`src/rtl/load_store_unit_pkg.sv`:
```
// Shared constants, state encoding and helpers for the load/store unit
// and its load-extension sub-block.
package load_store_unit_pkg;

   localparam int unsigned STORE_W  = 4;
   localparam int unsigned FUNCT3_W = 3;
   localparam int unsigned RD_W     = 5;

   localparam logic [STORE_W-1:0] STORE_NONE       = 4'd0;
   localparam logic [STORE_W-1:0] STORE_BYTE       = 4'd1;
   localparam logic [STORE_W-1:0] STORE_HALFWORD   = 4'd2;
   localparam logic [STORE_W-1:0] STORE_WORD       = 4'd3;
   localparam logic [STORE_W-1:0] STORE_DOUBLEWORD = 4'd4;

   localparam logic [FUNCT3_W-1:0] LOAD_LB  = 3'd0;
   localparam logic [FUNCT3_W-1:0] LOAD_LH  = 3'd1;
   localparam logic [FUNCT3_W-1:0] LOAD_LW  = 3'd2;
   localparam logic [FUNCT3_W-1:0] LOAD_LD  = 3'd3;
   localparam logic [FUNCT3_W-1:0] LOAD_LBU = 3'd4;
   localparam logic [FUNCT3_W-1:0] LOAD_LHU = 3'd5;
   localparam logic [FUNCT3_W-1:0] LOAD_LWU = 3'd6;

   typedef enum logic [1:0] {
      S_IDLE    = 2'd0,
      S_ISSUE   = 2'd1,
      S_CAPTURE = 2'd2,
      S_RESP    = 2'd3
   } lsu_state_e;

   // Request fields kept for the whole transaction.
   typedef struct packed {
      logic                is_store;
      logic [FUNCT3_W-1:0] funct3;
      logic [RD_W-1:0]     rd;
   } lsu_tag_t;

   function automatic logic [3:0] size_m1(input logic [1:0] f);
      case (f)
         2'd0:    size_m1 = 4'd0;
         2'd1:    size_m1 = 4'd1;
         2'd2:    size_m1 = 4'd3;
         default: size_m1 = 4'd7;
      endcase
   endfunction

   function automatic logic [STORE_W-1:0] store_code(input logic [1:0] f);
      case (f)
         2'd0:    store_code = STORE_BYTE;
         2'd1:    store_code = STORE_HALFWORD;
         2'd2:    store_code = STORE_WORD;
         default: store_code = STORE_DOUBLEWORD;
      endcase
   endfunction

endpackage

```
`src/rtl/load_store_unit_load_extend.sv`:
```
// Combinational RISC-V load data extension: picks the low 1/2/4/8 bytes
// and sign- or zero-extends them according to funct3.
module load_extend
   import load_store_unit_pkg::*;
#(
   parameter int unsigned XLEN = 64
) (
   input  logic [FUNCT3_W-1:0] i_funct3,
   input  logic [XLEN-1:0]     i_raw,
   output logic [XLEN-1:0]     o_data_c
);

   always_comb begin
      o_data_c = '0;
      case (i_funct3)
         LOAD_LB:  o_data_c = XLEN'($signed(i_raw[7:0]));
         LOAD_LH:  o_data_c = XLEN'($signed(i_raw[15:0]));
         LOAD_LW:  o_data_c = XLEN'($signed(i_raw[31:0]));
         LOAD_LD:  o_data_c = i_raw;
         LOAD_LBU: o_data_c = XLEN'(i_raw[7:0]);
         LOAD_LHU: o_data_c = XLEN'(i_raw[15:0]);
         LOAD_LWU: o_data_c = XLEN'(i_raw[31:0]);
         default:  o_data_c = '0;
      endcase
   end

endmodule

```
`src/rtl/load_store_unit.sv`:
```
// Single-outstanding load/store initiator for a byte-addressed data memory
// with registered read data; all outputs are registered.
module load_store_unit
   import load_store_unit_pkg::*;
#(
   parameter int unsigned MEMORY_BITS = 10,
   parameter int unsigned XLEN        = 64
) (
   input  logic                clock,
   input  logic                rst,
   input  logic                req_valid,
   output logic                req_ready,
   input  logic                req_is_store,
   input  logic [FUNCT3_W-1:0] req_funct3,
   input  logic [XLEN-1:0]     req_base,
   input  logic [XLEN-1:0]     req_offset,
   input  logic [XLEN-1:0]     req_wdata,
   input  logic [RD_W-1:0]     req_rd,
   output logic                resp_valid,
   input  logic                resp_ready,
   output logic [XLEN-1:0]     resp_data,
   output logic [RD_W-1:0]     resp_rd,
   output logic                resp_fault,
   output logic [STORE_W-1:0]  mem_storetype,
   output logic                mem_read_en,
   output logic                mem_write_en,
   output logic [XLEN-1:0]     mem_address,
   output logic [XLEN-1:0]     mem_wdata,
   input  logic [XLEN-1:0]     mem_rdata
);

   localparam int unsigned AW = MEMORY_BITS + 1;

   lsu_state_e r_state, w_state_nxt;
   lsu_tag_t   r_tag, w_tag_nxt;

   logic [XLEN-1:0]    w_addr;
   logic [AW-1:0]      w_end;
   logic               w_fault;
   logic [XLEN-1:0]    w_ext;
   logic               w_req_ready_nxt, w_resp_valid_nxt, w_resp_fault_nxt;
   logic [XLEN-1:0]    w_resp_data_nxt, w_address_nxt, w_wdata_nxt;
   logic [RD_W-1:0]    w_resp_rd_nxt;
   logic [STORE_W-1:0] w_storetype_nxt;
   logic               w_read_en_nxt, w_write_en_nxt;

   // Last byte touched must stay inside the decoded memory window.
   assign w_addr  = req_base + req_offset;
   assign w_end   = {1'b0, w_addr[MEMORY_BITS-1:0]} + AW'(size_m1(req_funct3[1:0]));
   assign w_fault = (|w_addr[XLEN-1:MEMORY_BITS])
                  | (w_end > AW'((1 << MEMORY_BITS) - 1))
                  | (!req_is_store && (req_funct3 == 3'd7))
                  | (req_is_store && req_funct3[2]);

   load_extend #(.XLEN(XLEN)) u_load_extend (
      .i_funct3 (r_tag.funct3),
      .i_raw    (mem_rdata),
      .o_data_c (w_ext)
   );

   always_ff @(posedge clock or negedge rst) begin
      if (!rst) begin
         r_state       <= S_IDLE;
         r_tag         <= '0;
         req_ready     <= 1'b1;
         resp_valid    <= 1'b0;
         resp_data     <= '0;
         resp_rd       <= '0;
         resp_fault    <= 1'b0;
         mem_storetype <= STORE_NONE;
         mem_read_en   <= 1'b0;
         mem_write_en  <= 1'b0;
         mem_address   <= '0;
         mem_wdata     <= '0;
      end else begin
         r_state       <= w_state_nxt;
         r_tag         <= w_tag_nxt;
         req_ready     <= w_req_ready_nxt;
         resp_valid    <= w_resp_valid_nxt;
         resp_data     <= w_resp_data_nxt;
         resp_rd       <= w_resp_rd_nxt;
         resp_fault    <= w_resp_fault_nxt;
         mem_storetype <= w_storetype_nxt;
         mem_read_en   <= w_read_en_nxt;
         mem_write_en  <= w_write_en_nxt;
         mem_address   <= w_address_nxt;
         mem_wdata     <= w_wdata_nxt;
      end
   end

   // Next state plus next value of every registered output.
   always_comb begin
      w_state_nxt      = r_state;
      w_tag_nxt        = r_tag;
      w_req_ready_nxt  = 1'b0;
      w_resp_valid_nxt = 1'b0;
      w_resp_data_nxt  = resp_data;
      w_resp_rd_nxt    = resp_rd;
      w_resp_fault_nxt = resp_fault;
      w_storetype_nxt  = mem_storetype;
      w_read_en_nxt    = 1'b0;
      w_write_en_nxt   = 1'b0;
      w_address_nxt    = mem_address;
      w_wdata_nxt      = mem_wdata;

      case (r_state)
         S_IDLE: begin
            if (req_valid) begin
               w_tag_nxt = '{is_store: req_is_store, funct3: req_funct3, rd: req_rd};
               if (w_fault) begin
                  w_state_nxt      = S_RESP;
                  w_resp_data_nxt  = '0;
                  w_resp_rd_nxt    = req_rd;
                  w_resp_fault_nxt = 1'b1;
               end else begin
                  w_state_nxt    = S_ISSUE;
                  w_address_nxt  = w_addr;
                  w_read_en_nxt  = !req_is_store;
                  w_write_en_nxt = req_is_store;
                  if (req_is_store) begin
                     w_wdata_nxt     = req_wdata;
                     w_storetype_nxt = store_code(req_funct3[1:0]);
                  end
               end
            end
         end
         S_ISSUE: begin
            if (r_tag.is_store) begin
               w_state_nxt      = S_RESP;
               w_resp_data_nxt  = '0;
               w_resp_rd_nxt    = r_tag.rd;
               w_resp_fault_nxt = 1'b0;
            end else begin
               w_state_nxt = S_CAPTURE;
            end
         end
         S_CAPTURE: begin
            w_state_nxt      = S_RESP;
            w_resp_data_nxt  = w_ext;
            w_resp_rd_nxt    = r_tag.rd;
            w_resp_fault_nxt = 1'b0;
         end
         S_RESP: begin
            if (resp_ready) w_state_nxt = S_IDLE;
         end
         default: w_state_nxt = S_IDLE;
      endcase

      w_req_ready_nxt  = (w_state_nxt == S_IDLE);
      w_resp_valid_nxt = (w_state_nxt == S_RESP);
   end

endmodule

```
`config.mk`:
```
export PLATFORM = sky130hd
export DESIGN_NAME = load_store_unit
export DESIGN_NICKNAME = d
export VERILOG_FILES = /design/src/rtl/load_store_unit_pkg.sv /design/src/rtl/load_store_unit_load_extend.sv /design/src/rtl/load_store_unit.sv
export SDC_FILE = /design/constraint.sdc
export NUM_CORES = 1
export LEC_CHECK = 0
export CAP_MARGIN = 40
export CORE_ASPECT_RATIO = 0.5
export CORE_UTILIZATION = 46
export CTS_CLUSTER_SIZE = 8
export DETAILED_ROUTE_END_ITERATION = 8
export PLACE_DENSITY = 0.81
export SLEW_MARGIN = 25
export SYNTH_ARGS = -nofsm -noshare
export SYNTH_HDL_FRONTEND = slang
export SYNTH_SLANG_ARGS = --single-unit
```
`constraint.sdc`:
```
create_clock -name clock -period 2.5 [get_ports clock]
set_input_delay 0.5 -clock clock [delete_from_list [all_inputs] [get_ports clock]]
set_output_delay 0.5 -clock clock [all_outputs]
set_load 0.01 [all_outputs]
```
==> key figures, run 1 <==
Synthesis
  • Post-Syn Nets: 1771
  • Yosys Warn Count: 0
  • Asr flop ratio synth: 100%
  • Post-Synthesis Cell Area: 13600 um2
  • EDFF count, synth: 0
  • Avg Inst Size Synth: 9.54 um2
  • Main synth FF type: dfrtp_1
  • Synth Instances: 1427
  • Sequential fraction of the synthesis area: 39.7%
  • Seq cells post-synth: 216
  • Synth unique cells: 79

Critical path
  • Data required, critical path: 2920 ps
  • Register-to-register path setup slack: -40 ps
  • Critical path's largest stage delay: 860 ps
  • Setup Crit Path Kind: input pin to register
  • Worst setup EP type: register
  • Worst EP arrival: 5370 ps
  • Crit-path max FO: 6
  • Worst path slowest cell: o21ai_0
  • Critical-path cell list: dlygate4sd2_1 > ha_4 > buf_6 > nand3_1 > nor2_1 > buf_4 > nor2_1 > o21ai_0 > xor2_1 > nand3_1 > o2111ai_2 > nor4_2 > nand4_1 > or4_4 > buf_6 > buf_4 > o31a_4 > buf_12 > buf_12 > mux2_4
  • Critical path launch point type: input pin

GRT
  • Vias in the first global route: 15900
  • Initial antenna violation count: 3
  • Remaining Overflow, GRT: 0
  • Global-route wire length before repair: 86800 um
  • Tot GR Track Use: 36.5%
  • Pin count of the biggest net entering global routing: 71

Timing
  • Slew margin rel.: 27.1%
  • FMAX: 202 MHz
  • RSZ-0062 raised after global routing: yes
  • WHS: 353 ps
  • Slew @ Worst Pin: 1080 ps
  • Max-slew violation count: 0
  • Final hold violations: 0
  • Min Tclk post-route: 4950 ps
  • Share of the clock period used by the worst path: 198%
  • Setup violations, final: 206
  • Clk_skew: 35.1 ps
  • Setup WS post-layout: -2450 ps

Die
  • Core Box Area: 29100 um2
  • Die Width: 245 um
  • Core Rows: 44
  • Die Height: 124 um
  • Io pins: 475
  • Die area: 30300 um2
  • Starting Density: 46.9%

Power and ir drop
  • Internal Power: 10.9 mW
  • Reg power frac: 25.0%
  • Psw: 6.39 mW
  • Clock Power Share: 21.9%
  • Pwr Total: 17.3 mW
  • Sw frac: 36.9%
  • Pleak: 11.1 nW
  • Pwr/cell area: 696 nW/um2
  • Combinational fraction of design power: 53.1%
  • VDD IR max: 809 uV

Placement
  • DP Area: 21400 um2
  • RePlAce Congestion: 1.02
  • Port bufs: 473
  • DP HPWL: 40800 um
  • Cells after DPL: 2549

Final layout
  • Non-Filler Instances: 2670
  • Final core occ: 85.6%
  • Area growth from synthesis to layout: 82.8%
  • Final Cell Area: 24900 um2
  • Share of post-route cells with drive strength above 1: 36.7%
  • Nets: 2611
  • Filler Cell Count: 1386
  • Area of the multi-input gates: 9690 um2
  • Area occupied by registers: 5410 um2

CTS
  • CTS H-Tree Depth: 1
  • CTS Buf Count: 30
  • CTS Buffer Depth: 3
  • CTS tree: yes
  • Clock sinks: 216
  • Root buf cell: clkbuf_16
  • Clk pin slew, worst setup/hold paths: 50 ps
  • Worst-Skew Late Latency: 560 ps

Min path
  • Hold crit path type: input pin to register

Drt
  • Routed vias/inst: 6.16
  • Post-detailed-route count of antenna-violating nets: 0
  • Final wirelength: 68100 um
  • Initial DRC Count: 1639
  • 1st-pass router iterations: 7
  • DR WL/cell: 25.5 um
  • DRC violations left: 0
  • Via Count: 16400

Job
  • Max-Cap Viols: 0

Outcome
  • Status: finished, violations left
  • Failing checks: setup timing
power groups by stage:
| stage | Clock (mW) | Combinational, mW | Sequential [mW] |
|---|---|---|---|
| finish | 3.80 | 9.19 | 4.33 |
| global route | 3.96 | 9.62 | 4.36 |
| CTS | 3.72 | 8.20 | 4.29 |
| detailed placement | 0 | 6.86 | 4.33 |
| global placement | 0 | 6.71 | 4.31 |
| floorplan | 0 | 3.94 | 4.41 |
per-stage QoR:
step                      setup TNS (ps)  setup slack (ps)
after floorplan                  -324640             -1670
after detailed placement         -556460             -2820
after CTS                        -360240             -1850
after global placement           -547380             -2760
after global routing             -537190             -2730
final                            -480680             -2450
worst max-delay path, delay by kind of cell:
kind / cells / cell delay [ps]
compound gates: 3 / 1350
xor+xnor: 1 / 240
fa+ha+maj: 1 / 300
buf+inv: 7 / 1130
mux: 1 / 300
simple gates: 7 / 1510
final cells by class:
class                           instances  area share [%]
Tap cell                              391            1.97
Sequential cell                       216            21.7
Antenna cell                            1          0.0101
Timing Repair Buffer                  880            33.6
Inverter                               29           0.437
Clock buffer                           43            3.30
Multi-Input combinational cell       1110            38.9
layout by cell type (no fill, tap or decap), types with 10 or more instances in the layout:
| cell type | Yosys | routed |
|---|---|---|
| dlymetal6s2s_1 | 0 | 18 |
| nand4_1 | 27 | 27 |
| xnor2_1 | 15 | 13 |
| mux2_4 | 29 | 94 |
| clkbuf_1 | 42 | 12 |
| o21ai_1 | 9 | 18 |
| and3_1 | 16 | 15 |
| nor2_2 | 0 | 20 |
| a21oi_1 | 140 | 101 |
| nand2_1 | 176 | 149 |
| ha_4 | 0 | 47 |
| clkbuf_16 | 0 | 38 |
| clkdlybuf4s50_1 | 0 | 392 |
| inv_1 | 28 | 25 |
| mux2_2 | 108 | 43 |
| a21oi_2 | 3 | 33 |
| nand2b_1 | 12 | 11 |
| o21ai_0 | 61 | 38 |
| and2_1 | 57 | 57 |
| mux2i_1 | 13 | 12 |
| dlygate4sd2_1 | 0 | 51 |
| buf_4 | 4 | 339 |
| xor2_1 | 19 | 17 |
| a22o_1 | 15 | 15 |
| nand3_1 | 23 | 19 |
| ha_1 | 73 | 24 |
| nor2_1 | 91 | 63 |
| nor3_1 | 16 | 10 |
| nand2_2 | 0 | 24 |
| o21ai_2 | 0 | 14 |
| a21o_1 | 14 | 14 |
| buf_12 | 0 | 17 |
| buf_6 | 4 | 32 |
| o21a_1 | 18 | 17 |
| a211oi_1 | 15 | 10 |
| dfrtp_1 | 215 | 215 |
flip-flops by register name, summed over array words and instances (netlist names), 2 cells and up:
register / flops
resp_rd: 5
mem_wdata: 64
r_tag: 9
resp_data: 64
mem_storetype: 3
mem_address: 64
r_state: 2
cell families (layout without fill, tap and decap cells):
| kind of cell | after synthesis | after routing | synth area share [%] |
|---|---|---|---|
| AND/OR/NAND/NOR | 464 | 464 | 16.4 |
| other | 1 | 2 | 0.0275 |
| flip-flops | 216 | 216 | 39.7 |
| XOR/XNOR | 34 | 34 | 2.19 |
| adder cells (fa/ha/maj) | 75 | 75 | 7.00 |
| buffers and inverters | 101 | 952 | 3.32 |
| AO/OA/AOI/OAI | 386 | 386 | 18.3 |
| multiplexers | 150 | 150 | 13.1 |
cells in the mapped netlist, drive strengths merged (15+ instances only):
| cell type | count | area (um2) |
|---|---|---|
| inv | 29 | 109 |
| ha | 73 | 913 |
| xor2 | 19 | 166 |
| clkbuf | 43 | 163 |
| nor3 | 18 | 100 |
| nand4 | 27 | 169 |
| a211oi | 17 | 138 |
| a21oi | 143 | 727 |
| o21ai | 70 | 350 |
| and2 | 57 | 357 |
| dfrtp | 215 | 5380 |
| nor2 | 91 | 342 |
| o21a | 18 | 135 |
| xnor2 | 15 | 131 |
| mux2 | 137 | 1650 |
| nand3 | 23 | 115 |
| a22o | 15 | 131 |
| buf | 29 | 180 |
| and3 | 16 | 100 |
| nand2 | 176 | 661 |
timing repair:
action                                 in CTS  in global routing
gates resized for setup                   298                182
hold buffers                                1                  0
cloned                                      7                 10
buffers inserted                           38                 23
endpoints found under the hold margin      65                  0
pin swaps                                  87                 45
setup endpoints to repair                 206                206
path summary, 6_finish.rpt:
kind | from | to | cells after the start
worst max-delay path | req_offset[4] | resp_data[29] | 20
worst min-delay path | req_base[0] | mem_address[0] | 3
worst max register to register | r_state[1] | resp_data[22] | 8
worst min register to register | mem_address[19] | mem_address[19] | 1
max in group asynchronous | rst | resp_data[14] | 3
min in group asynchronous | rst | resp_data[4] | 2
routing by layer:
metal | share of wire (%) | up-vias | GRT usage (%)
met5 | 0 | - | 0
met4 | 6.7 | 0 | 20.7
met3 | 9.2 | 384 | 5.43
met2 | 48 | 1178 | 65.4
met1 | 36 | 8023 | 42.5
li1 | - | 6861 | -
(Power assumes the default switching activity.)
==> run 2: changes to the inputs <==
Settings changed: TNS_END_PERCENT set to 10.
==> run 2 against run 1 <==
Largest cell class unchanged. Combinational power shrank 11%. Highest routed layer unchanged. Critical path type unchanged. First-iteration DRC count grew 31%. Worst setup slack improved by 180 ps. Clock skew is 13 ps lower. The run still ends with setup timing left.
==> key figures, run 2 (synthesized netlist as in run 1, its figures left out) <==
CTS
  • CTS H-Tree Depth: 1
  • Root buf cell: clkbuf_16
  • Clk pin slew, worst setup/hold paths: 60 ps
  • CTS tree: yes
  • CTS Buffer Depth: 3
  • CTS Buf Count: 30
  • Clock sinks: 216
  • Worst-Skew Late Latency: 550 ps

Final layout
  • Commonest non-fill, non-tap cell in the layout: clkdlybuf4s50_1
  • Biggest regs: mem_address: 64 flops, mem_wdata: 64 flops, resp_data: 64 flops
  • Commonest non-fill, non-tap cells in the layout: 393 x clkdlybuf4s50_1, 343 x buf_4, 215 x dfrtp_1, 146 x nand2_1, 100 x a21oi_1
  • Nets: 2600
  • Filler Cell Count: 1390
  • Area occupied by registers: 5410 um2
  • Share of post-route cells with drive strength above 1: 37.8%
  • Final core occ: 85.4%
  • Area of the multi-input gates: 9870 um2
  • Area growth from synthesis to layout: 82.2%

Drt
  • DRC violations left: 0
  • Routed length on met1: 23400 um
  • Via Count: 16300
  • Highest metal layer with signal wires: met4
  • Initial DRC Count: 2141
  • WL met2: 32100 um
  • Post-detailed-route count of antenna-violating nets: 0
  • DR WL/cell: 25.1 um
  • Met3 wire len: 6530 um
  • Routed vias/inst: 6.13
  • 1st-pass router iterations: 5
  • Final wirelength: 66700 um

Critical path
  • Worst EP arrival: 5200 ps
  • Crit-path max FO: 5
  • Register-to-register path setup slack: 100 ps
  • Critical path launch point type: input pin
  • Data required, critical path: 2930 ps
  • Setup Crit Path Kind: input pin to register
  • Worst setup EP type: register

Job
  • Max-Cap Viols: 0

Die
  • Io pins: 475
  • Die Height: 124 um
  • Starting Density: 46.9%
  • Core Rows: 44
  • Die Width: 245 um
  • Core Box Area: 29100 um2
  • Die area: 30300 um2

Power and ir drop
  • Combinational fraction of design power: 50.3%
  • Reg power frac: 26.5%
  • Internal Power: 10.2 mW
  • Clock Power Share: 23.1%
  • Sw frac: 37.8%
  • Psw: 6.17 mW
  • VDD IR max: 1120 uV
  • Pleak: 11.0 nW
  • Pwr/cell area: 658 nW/um2

Timing
  • Final hold violations: 0
  • Setup violations, final: 206
  • FMAX: 210 MHz
  • Max-slew violation count: 0
  • Setup WS post-layout: -2270 ps
  • Slew @ Worst Pin: 1300 ps
  • Setup TNS: -440270 ps
  • Clk_skew: 21.8 ps
  • Share of the clock period used by the worst path: 191%
  • RSZ-0062 raised after global routing: yes
  • Slew margin rel.: 12.4%
  • Min Tclk post-route: 4770 ps

GRT
  • Vias in the first global route: 16200
  • Tot GR Track Use: 38.8%
  • Pin count of the biggest net entering global routing: 69
  • Initial antenna violation count: 1
  • Global-route wire length before repair: 91300 um
  • Remaining Overflow, GRT: 0

Placement
  • RePlAce Congestion: 0.989
  • Port bufs: 473
  • Place WS: -2810 ps
  • DP HPWL: 40300 um

Min path
  • Hold crit path type: input pin to register

Outcome
  • Failing checks: setup timing
  • Status: finished, violations left
[run 2: changes by cell type in the layout (fill, tap and decap cells not counted), moves of 6 or more]
cell / previous run / this run
and2_1: 57 / 38
dlymetal6s2s_1: 18 / 11
dlygate4sd2_1: 51 / 62
and2_4: 0 / 19
mux2_4: 94 / 88
clkbuf_16: 38 / 32
mux2_2: 43 / 49
[run 2: area by class of cell]
class,instances,share of cell area [%]
timing repair buffer,869,32.7
inverter,29,0.439
clock buffer,43,3.31
antenna,2,0.0202
multi-input combinational,1110,39.8
tap,391,1.97
sequential,216,21.8
[run 2: power by group through the flow]
stage                     clock (mW)  combinational [mW]  sequential [mW]
after floorplan                    0                3.92             4.41
after global placement             0                6.79             4.31
after detailed placement           0                6.94             4.33
after CTS                       3.69                7.50             4.28
after global routing            3.93                8.56             4.36
final                           3.78                8.21             4.33
[run 2: through the flow]
| step | hold WS [ps] | instance area, um2 | instances | total power [mW] |
|---|---|---|---|---|
| detailed placement | 448 | 21300 | 2554 | 11.3 |
| global placement | 448 | 21300 | 2554 | 11.1 |
| CTS | 349 | 24100 | 2642 | 15.5 |
| global route | 341 | 24800 | 2659 | 16.8 |
| floorplan | 204 | 13800 | 1427 | 8.33 |
| finish | 340 | 24800 | 2660 | 16.3 |
[run 2: worst paths after layout]
check / from / to / cells after the start
worst max-delay path: req_base[19] / mem_address[2] / 16
worst min-delay path: req_offset[0] / mem_address[0] / 3
worst max register to register: r_state[1] / resp_data[3] / 7
worst min register to register: mem_address[44] / mem_address[44] / 1
max in group asynchronous: rst / mem_wdata[22] / 3
min in group asynchronous: rst / mem_wdata[41] / 2
[run 2: repair_timing]
| item | 4_1_cts | 5_1_grt |
|---|---|---|
| cloned | 8 | 1 |
| resized for setup | 389 | 139 |
| hold endpoints to repair | 50 | 0 |
| setup endpoints to repair | 206 | 206 |
| setup buffers | 36 | 16 |
| hold buffers | 1 | 0 |
| pin swaps | 97 | 55 |
[run 2: per-layer routing]
| layer | global-route usage (%) | vias up |
|---|---|---|
| li1 | - | 6845 |
| met1 | 44.0 | 7833 |
| met2 | 69.0 | 1215 |
| met3 | 8.10 | 420 |
| met4 | 22.7 | 0 |
| met5 | 0 | - |
[run 2: critical path, cell delays in order]
cell	delay (ps)
dlygate4sd2_1	260
ha_4	300
nand2_1	110
o21ai_0	1020
nand2_2	150
nand3_2	130
a221o_1	260
xnor2_2	150
o311ai_2	130
a2111oi_2	300
nand4_1	140
or4_4	620
buf_6	160
or3_4	480
clkbuf_16	200
mux2_2	280
